## config.mk

```make
export PLATFORM = sky130hd
export DESIGN_NAME = mem_stage
export DESIGN_NICKNAME = d
export VERILOG_FILES = /design/src/rtl/mem_stage_pkg.sv /design/src/rtl/mem_stage_wb_reg.sv /design/src/rtl/mem_stage.sv
export SDC_FILE = /design/constraint.sdc
export NUM_CORES = 1
export LEC_CHECK = 0
export CAP_MARGIN = 20
export CORE_ASPECT_RATIO = 2
export CORE_UTILIZATION = 40
export DETAILED_ROUTE_END_ITERATION = 6
export PLACE_DENSITY_LB_ADDON = 0.08
export SLEW_MARGIN = 10
export SYNTH_ARGS = -nofsm -noshare
export SYNTH_HDL_FRONTEND = slang
export SYNTH_SLANG_ARGS = --single-unit
```

## constraint.sdc

```tcl
create_clock -name clk -period 1.9 [get_ports clk]
set_clock_uncertainty 0.15 [all_clocks]
set_input_delay 0.38 -clock clk [delete_from_list [all_inputs] [get_ports clk]]
set_output_delay 0.38 -clock clk [all_outputs]
set_load 0.01 [all_outputs]
```

## src/rtl/mem_stage_pkg.sv

```systemverilog
// mem_stage_pkg: shared types for the memory-access stage.
// FSM state encoding and the MEM/WB bundle consumed by wb_stage.
package mem_stage_pkg;

    localparam int MEM_N = 32;
    localparam int MEM_R = 4;

    typedef enum logic {
        IDLE = 1'b0,
        WAIT = 1'b1
    } mem_state_t;

    typedef struct packed {
        logic             valid;
        logic             reg_write;
        logic             wd_selector;
        logic [MEM_R-1:0] rd;
        logic [MEM_N-1:0] read_data;
        logic [MEM_N-1:0] alu_result;
    } mem_wb_t;

endpackage

```

## src/rtl/mem_stage_wb_reg.sv

```systemverilog
// mem_wb_reg: MEM/WB pipeline register with load enable.
// Reset and clear both force a bubble (all fields zero).
import mem_stage_pkg::*;

module mem_wb_reg #(
    parameter type T = mem_wb_t
) (
    input  logic clk,
    input  logic rst,
    input  logic en,
    input  logic clr,
    input  T     d,
    output T     q
);

    // Load, clear to bubble, or hold.
    always_ff @(posedge clk) begin
        if (rst || clr) begin
            q <= '0;
        end else if (en) begin
            q <= d;
        end
    end

endmodule

```

## src/rtl/mem_stage.sv

```systemverilog
// mem_stage: load/store stage with req/ack data-memory handshake.
// Optional MEM_TIMEOUT_EN aborts a request after TIMEOUT wait cycles.
import mem_stage_pkg::*;

module mem_stage #(
    parameter int N       = MEM_N,
    parameter int R       = MEM_R,
    parameter int TIMEOUT = 255
) (
    input  logic         clk,
    input  logic         rst,
    input  logic         in_valid,
    input  logic         mem_read,
    input  logic         mem_write,
    input  logic         reg_write,
    input  logic         wd_selector,
    input  logic [R-1:0] rd,
    input  logic [N-1:0] alu_result,
    input  logic [N-1:0] write_data,
    output logic         stall,
    output logic         mem_req,
    output logic         mem_we,
    output logic [N-1:0] mem_addr,
    output logic [N-1:0] mem_wdata,
    input  logic         mem_ack,
    input  logic [N-1:0] mem_rdata,
    output logic         wb_valid,
    output logic         wb_reg_write,
    output logic         wb_wd_selector,
    output logic [R-1:0] wb_rd,
    output logic [N-1:0] wb_read_data,
    output logic [N-1:0] wb_alu_result,
    output logic         misaligned,
    output logic         mem_error
);

    mem_state_t   state;
    logic         lat_reg_write;
    logic         lat_wd_selector;
    logic [R-1:0] lat_rd;

    logic mem_op;
    logic aligned;
    logic accept;
    logic mis;
    logic tmo;

    mem_wb_t wb_d;
    mem_wb_t wb_q;
    logic    wb_en;
    logic    wb_clr;

    assign mem_op  = in_valid && (mem_read || mem_write);
    assign aligned = (alu_result[1:0] == 2'b00);
    assign accept  = (state == IDLE) && mem_op && aligned;
    assign mis     = (state == IDLE) && mem_op && !aligned;

`ifdef MEM_TIMEOUT_EN
    localparam int CW = ($clog2(TIMEOUT + 1) > 8) ? $clog2(TIMEOUT + 1) : 8;
    logic [CW-1:0] wait_cnt;
    assign tmo = (state == WAIT) && !mem_ack
                 && (wait_cnt == CW'(TIMEOUT - 1));
`else
    assign tmo = 1'b0;
`endif

    assign stall = accept || ((state == WAIT) && !mem_ack);

    // Next MEM/WB contents: pass-through, bubble, or completed access.
    always_comb begin
        wb_d   = '0;
        wb_en  = 1'b1;
        wb_clr = 1'b0;
        unique case (state)
            IDLE: begin
                if (accept) begin
                    wb_clr = 1'b1;
                end else begin
                    wb_d.valid       = in_valid;
                    wb_d.reg_write   = reg_write && !mis;
                    wb_d.wd_selector = wd_selector;
                    wb_d.rd          = rd;
                    wb_d.alu_result  = alu_result;
                end
            end
            WAIT: begin
                if (mem_ack || tmo) begin
                    wb_d.valid       = 1'b1;
                    wb_d.reg_write   = lat_reg_write && mem_ack;
                    wb_d.wd_selector = lat_wd_selector;
                    wb_d.rd          = lat_rd;
                    wb_d.alu_result  = mem_addr;
                    if (mem_ack && !mem_we) begin
                        wb_d.read_data = mem_rdata;
                    end
                end else begin
                    wb_en = 1'b0;
                end
            end
        endcase
    end

    mem_wb_reg #(.T(mem_wb_t)) u_wb (
        .clk (clk),
        .rst (rst),
        .en  (wb_en),
        .clr (wb_clr),
        .d   (wb_d),
        .q   (wb_q)
    );

    assign wb_valid       = wb_q.valid;
    assign wb_reg_write   = wb_q.reg_write;
    assign wb_wd_selector = wb_q.wd_selector;
    assign wb_rd          = wb_q.rd;
    assign wb_read_data   = wb_q.read_data;
    assign wb_alu_result  = wb_q.alu_result;

    // Request FSM: issue on accept, hold during WAIT, drop on ack/abort.
    always_ff @(posedge clk) begin
        if (rst) begin
            state           <= IDLE;
            mem_req         <= 1'b0;
            mem_we          <= 1'b0;
            mem_addr        <= '0;
            mem_wdata       <= '0;
            lat_reg_write   <= 1'b0;
            lat_wd_selector <= 1'b0;
            lat_rd          <= '0;
            misaligned      <= 1'b0;
            mem_error       <= 1'b0;
`ifdef MEM_TIMEOUT_EN
            wait_cnt        <= '0;
`endif
        end else begin
            misaligned <= mis;
            mem_error  <= tmo;
            unique case (state)
                IDLE: begin
                    if (accept) begin
                        state           <= WAIT;
                        mem_req         <= 1'b1;
                        mem_we          <= mem_write;
                        mem_addr        <= alu_result;
                        mem_wdata       <= write_data;
                        lat_reg_write   <= reg_write;
                        lat_wd_selector <= wd_selector;
                        lat_rd          <= rd;
`ifdef MEM_TIMEOUT_EN
                        wait_cnt        <= '0;
`endif
                    end
                end
                WAIT: begin
                    if (mem_ack || tmo) begin
                        state   <= IDLE;
                        mem_req <= 1'b0;
                        mem_we  <= 1'b0;
                    end else begin
`ifdef MEM_TIMEOUT_EN
                        wait_cnt <= wait_cnt + 1'b1;
`endif
                    end
                end
            endcase
        end
    end

endmodule

```

Word level (Yosys, flattened, before mapping)
Cells that the tools add are included.
{"block": "classes", "n_eq_ne": 2, "mux": 18, "n_bitwise": 1, "reduce_logical": 18}
{"op": "32-bit 2-to-1 mux", "n": 3}
{"op": "71-bit 2-to-1 mux", "n": 1}
{"op": "32-bit case mux with 2 select lines", "n": 1}
{"op": "7-bit case mux with 2 select lines", "n": 1}
{"op": "1-bit logical AND", "n": 8}
{"op": "1-bit 2-to-1 mux", "n": 8}
{"op": "7-bit 2-to-1 mux", "n": 1}
{"op": "1-bit case mux with 2 select lines", "n": 3}
{"op": "1-bit logical NOT", "n": 4}
{"op": "2-bit != test (second input constant)", "n": 2}
{"op": "2-bit AND reduction", "n": 2}
{"op": "1-bit logical OR", "n": 3}
{"op": "2-bit logical NOT", "n": 1}
{"op": "1-bit NOT", "n": 1}
{"block": "word_totals", "regBits": 145, "inputBits": 108, "output_inout_bits": 140, "elab_cells": 54}

Depth between registers and ports, before layout
{"block": "depth", "ltp_word": 8, "mapped_depth": 6, "mapped_depth_nobuf": 3}

Modules after synthesis
A second synthesis with hierarchy kept.
{"block": "hier_totals", "hier_cells": 643, "area_unflattened_um2": 6570.1}
{"module": "mem_stage", "n_inst": 1, "cells_per_inst": 413, "area_each_um2": 3988.8, "seq_area_each_um2": 1481.4}
{"module": "mem_wb_reg", "n_inst": 1, "cells_per_inst": 230, "area_each_um2": 2581.2, "seq_area_each_um2": 1421.4}

Worst setup path after synthesis
No wires, ideal clock.
{"block": "synth_path", "path_kind": "input -> register", "start": "in alu_result[0]", "end": "reg u_wb.q[10] (netlist name)", "setup_time_ns": 0.142, "arrival_ns": 1.386, "required_time_ns": 1.608, "path_slack_ns": 0.222, "stages": 5, "path_buffers": 2, "path_cell_list": "or2_1 buf_2 o31ai_4 buf_6 a211oi_2"}
{"block": "synth_between", "elab_chain_len": 5, "elab_cells_between_ends": 7, "cone_classes": "4 x mux; 3 x reduce/logical"}
{"item": "from (decl)", "line": "mem_stage.sv:18", "text": "input logic [N-1:0] alu_result,"}
{"item": "2-bit logical NOT (*)", "line": "mem_stage.sv:54", "text": "assign aligned = (alu_result[1:0] == 2'b00);"}
{"item": "1-bit logical AND (*)", "line": "mem_stage.sv:55", "text": "assign accept = (state == IDLE) && mem_op && aligned;"}
{"item": "1-bit 2-to-1 mux", "line": "mem_stage.sv:76", "text": "if (accept) begin"}
{"item": "1-bit 2-to-1 mux", "line": "mem_stage.sv:74", "text": "unique case (state)"}
{"item": "1-bit logical OR", "line": "mem_stage_wb_reg.sv:18", "text": "if (rst || clr) begin"}
{"item": "to (signal assigned)", "line": "mem_stage_wb_reg.sv:19", "text": "q <= '0;"}
{"item": "to (signal assigned)", "line": "mem_stage_wb_reg.sv:21", "text": "q <= d;"}
{"item": "to (decl)", "line": "mem_stage_wb_reg.sv:13", "text": "output T q"}
Mark *: on every way between the ends. The rest lies on a longest branch, timed or not.
A chain may end at the register's enable or synchronous reset.

Worst setup path after layout
{"block": "layout_path", "start": "reg u_wb.q[10] (netlist name)", "end": "out wb_alu_result[10]"}
{"item": "to (decl)", "line": "mem_stage.sv:32", "text": "output logic [N-1:0] wb_alu_result,"}
No word-level cell between the ends.

==> impl_metrics.toml <==
[synthesis]
ys_seq_elements = 145
synthArstFlopShare = 0
synth_commonest_cells = "dfxtp_1 (145), a21oi_1 (71), nor2_1 (71), nand4_1 (68), o31ai_1 (68)"
synth_area_leaders = "dfxtp_1 (49%), o31ai_1 (8.5%), nand4_1 (7.1%)"
synth_sequential_area_ratio = 0.486
yosysMostFrequentCell = "dfxtp_1"
synth_edf_count = 0
synth.avg_cell_area_um2 = 9.35
ys_types = 32
ys_warn_count = 0
synthFlopType = "dfxtp_1"
synthesis.area_mm2 = 0.00597
synthCells = 639
synth_top_area_share = 0.486
synth_fp_nets = 747
yosys.area.top_type = "dfxtp_1"

[cts]
htree_levels = 4
cts_tree = "done"
clock-sinks = 145
clock_latency_ns = 0.41
root_buffer = "clkbuf_16"
clk_pin_slew_worst_paths_ns = 0.06
numCtsBuffers = 17
cts_buffer_depth = 2

[sta]
fmax_mhz = 532
rsz0062_at_grt = "no"
setup_viol = 0
finalCriticalPeriod_ns = 1.88
worst_pin_slew_ns = 0.812
hold_viol = 0
max_slew_margin = 0.458
slew_viol_final = 0
period_share = 0.989
hold_ws_ns = 0.220

[routing]
antenna_left = 0
drt-initial-drc-count = 275
vias = 6033
vias_per_cell = 5.70
drt-pass1-iter-count = 4
routed_wirelength_mm = 20.2
drc_errors = 0
wl_per_cell_um = 19.1

[global_routing]
grt_pass1_vias = 6064
antenna_found_initial = 1
grt_start_max_net_pins = 72
overflow = 0
track_usage = 0.252
grt_pass1_wl_mm = 30.4

[place]
dp_hpwl_mm = 12.6
io_buffers = 246
place_congestion = 0.757

[status]
outcome = "finished clean"

[cells_and_area]
finalNetCount = 962
drive_above_1_share = 0.105
areaGrowthSynthToFinish_pct = 56.9

[setup_path]
cp.required_ns = 1.37
end_kind = "output pin"
path_cells = "clkdlybuf4s50_1"
cp_max_fo = 2
critPathMaxStageDelay_ns = 0.61
arrival_ns = 1.35
crit_path_start_kind = "flop"
cp_slowest_cell = "clkdlybuf4s50_1"
crit_family = "buffers and inverters"
path_class = "flop to output pin"
path_buf_inv = 1

[floorplanning]
core_area_mm2 = 0.0145
die_y_um = 175
die_w_um = 88.4
initial_core_util = 0.412
row_count = 62
top_level_ports = 248
dieArea_mm2 = 0.0155

[power_and_ir_drop]
p_per_area_mw_per_mm2 = 848
p_leak_nw = 3.59
vdd_drop_max_mv = 0.648
power.total_mw = 7.95

[run]
cap_violations = 0

[hold_path]
hold_class = "input pin to flop"
[per-layer routing]
layer | wire length, um | GRT usage | vias to the layer above
met4 | 581 | 0.111 | 0
met1 | 7420 | 0.268 | 2926
met5 | 0 | 0 | -
li1 | - | - | 2842
met2 | 11000 | 0.455 | 229
met3 | 1210 | 0.0600 | 36
[state kept, by name (all words and copies together), names as in the netlist]
name / cells
mem_we: 1
lat_wd_selector: 1
misaligned: 1
mem_addr: 32
lat_reg_write: 1
mem_req: 1
u_wb.q: 71
lat_rd: 4
state: 1
mem_wdata: 32
[kinds of logic (layout without fill, tap and decap cells)]
group	Yosys count	in the layout	synth area share
AO/OA/AOI/OAI	212	212	0.247
buffers and inverters	85	312	0.0679
flip-flops	145	145	0.486
multiplexers	38	38	0.0639
other	1	2	0.000628
AND/OR/NAND/NOR	158	158	0.135
[cell usage in the layout, fill, tap and decap left out, types with 10 or more instances in the layout]
master and n:
a22oi_1 32, nor2_1 70, clkdlybuf4s50_1 219, o31ai_1 66, dfxtp_1 143, dlymetal6s2s_1 18, a21oi_1 71, a211oi_1 27
nand4_1 68, buf_4 22, mux2i_1 37, a211oi_2 10, clkbuf_16 19
[worst register-to-register path, delay by kind of cell (launching register included)]
| kind | cells | cell delay (ns) |
|---|---|---|
| buf+inv | 2 | 0.51 |
| flops | 1 | 0.37 |
| simple gates | 2 | 0.39 |
| compound gates | 1 | 0.20 |
[worst paths after layout]
| check | startpoint | end | slack, ns | cells past startpoint |
|---|---|---|---|---|
| setup / recovery | u_wb.q[10] | wb_alu_result[10] | 0.02 | 1 |
| hold / removal | in_valid | u_wb.q[70] | 0.22 | 4 |
| setup reg to reg | state | mem_addr[15] | 0.19 | 5 |
| hold reg to reg | mem_req | mem_req | 0.31 | 2 |
[layout make-up]
cell class	count	area (um^2)
diodes	1	2.50
clock buffers	19	433
clock inverters	12	209
fillers	1238	5130
inverters	1	3.75
multi-input cells	409	2710
flip-flops and latches	145	2910
well taps	192	240
repair buffers	280	2870
[where the power goes]
group          total, mW  leakage, nW  switching, mW  internal, mW
clock               3.65        0.304           1.32          2.33
sequential          3.21         1.18         0.0644          3.15
combinational       1.08         2.10          0.535         0.549
[per-stage QoR]
step	TNS (ns)	area [um^2]	std cells	setup WS [ns]	utilization
floorplan	0	5970	639	0.222	-
global placement	-47.79	8550	1020	-0.436	0.589
detailed placement	-53.49	8550	1020	-0.455	0.589
CTS	0	9200	1051	0.000459	0.634
global route	0	9380	1059	0.00109	0.646
finish	0	9380	1059	0.0216	0.646
[what timing repair did]
item,CTS,global route
resized for setup,16,30
pin swaps,0,2
setup endpoints to repair,45,135
cloned,0,5
buffers inserted,0,2
hold buffers,0,0
(Power assumes the default switching activity.)
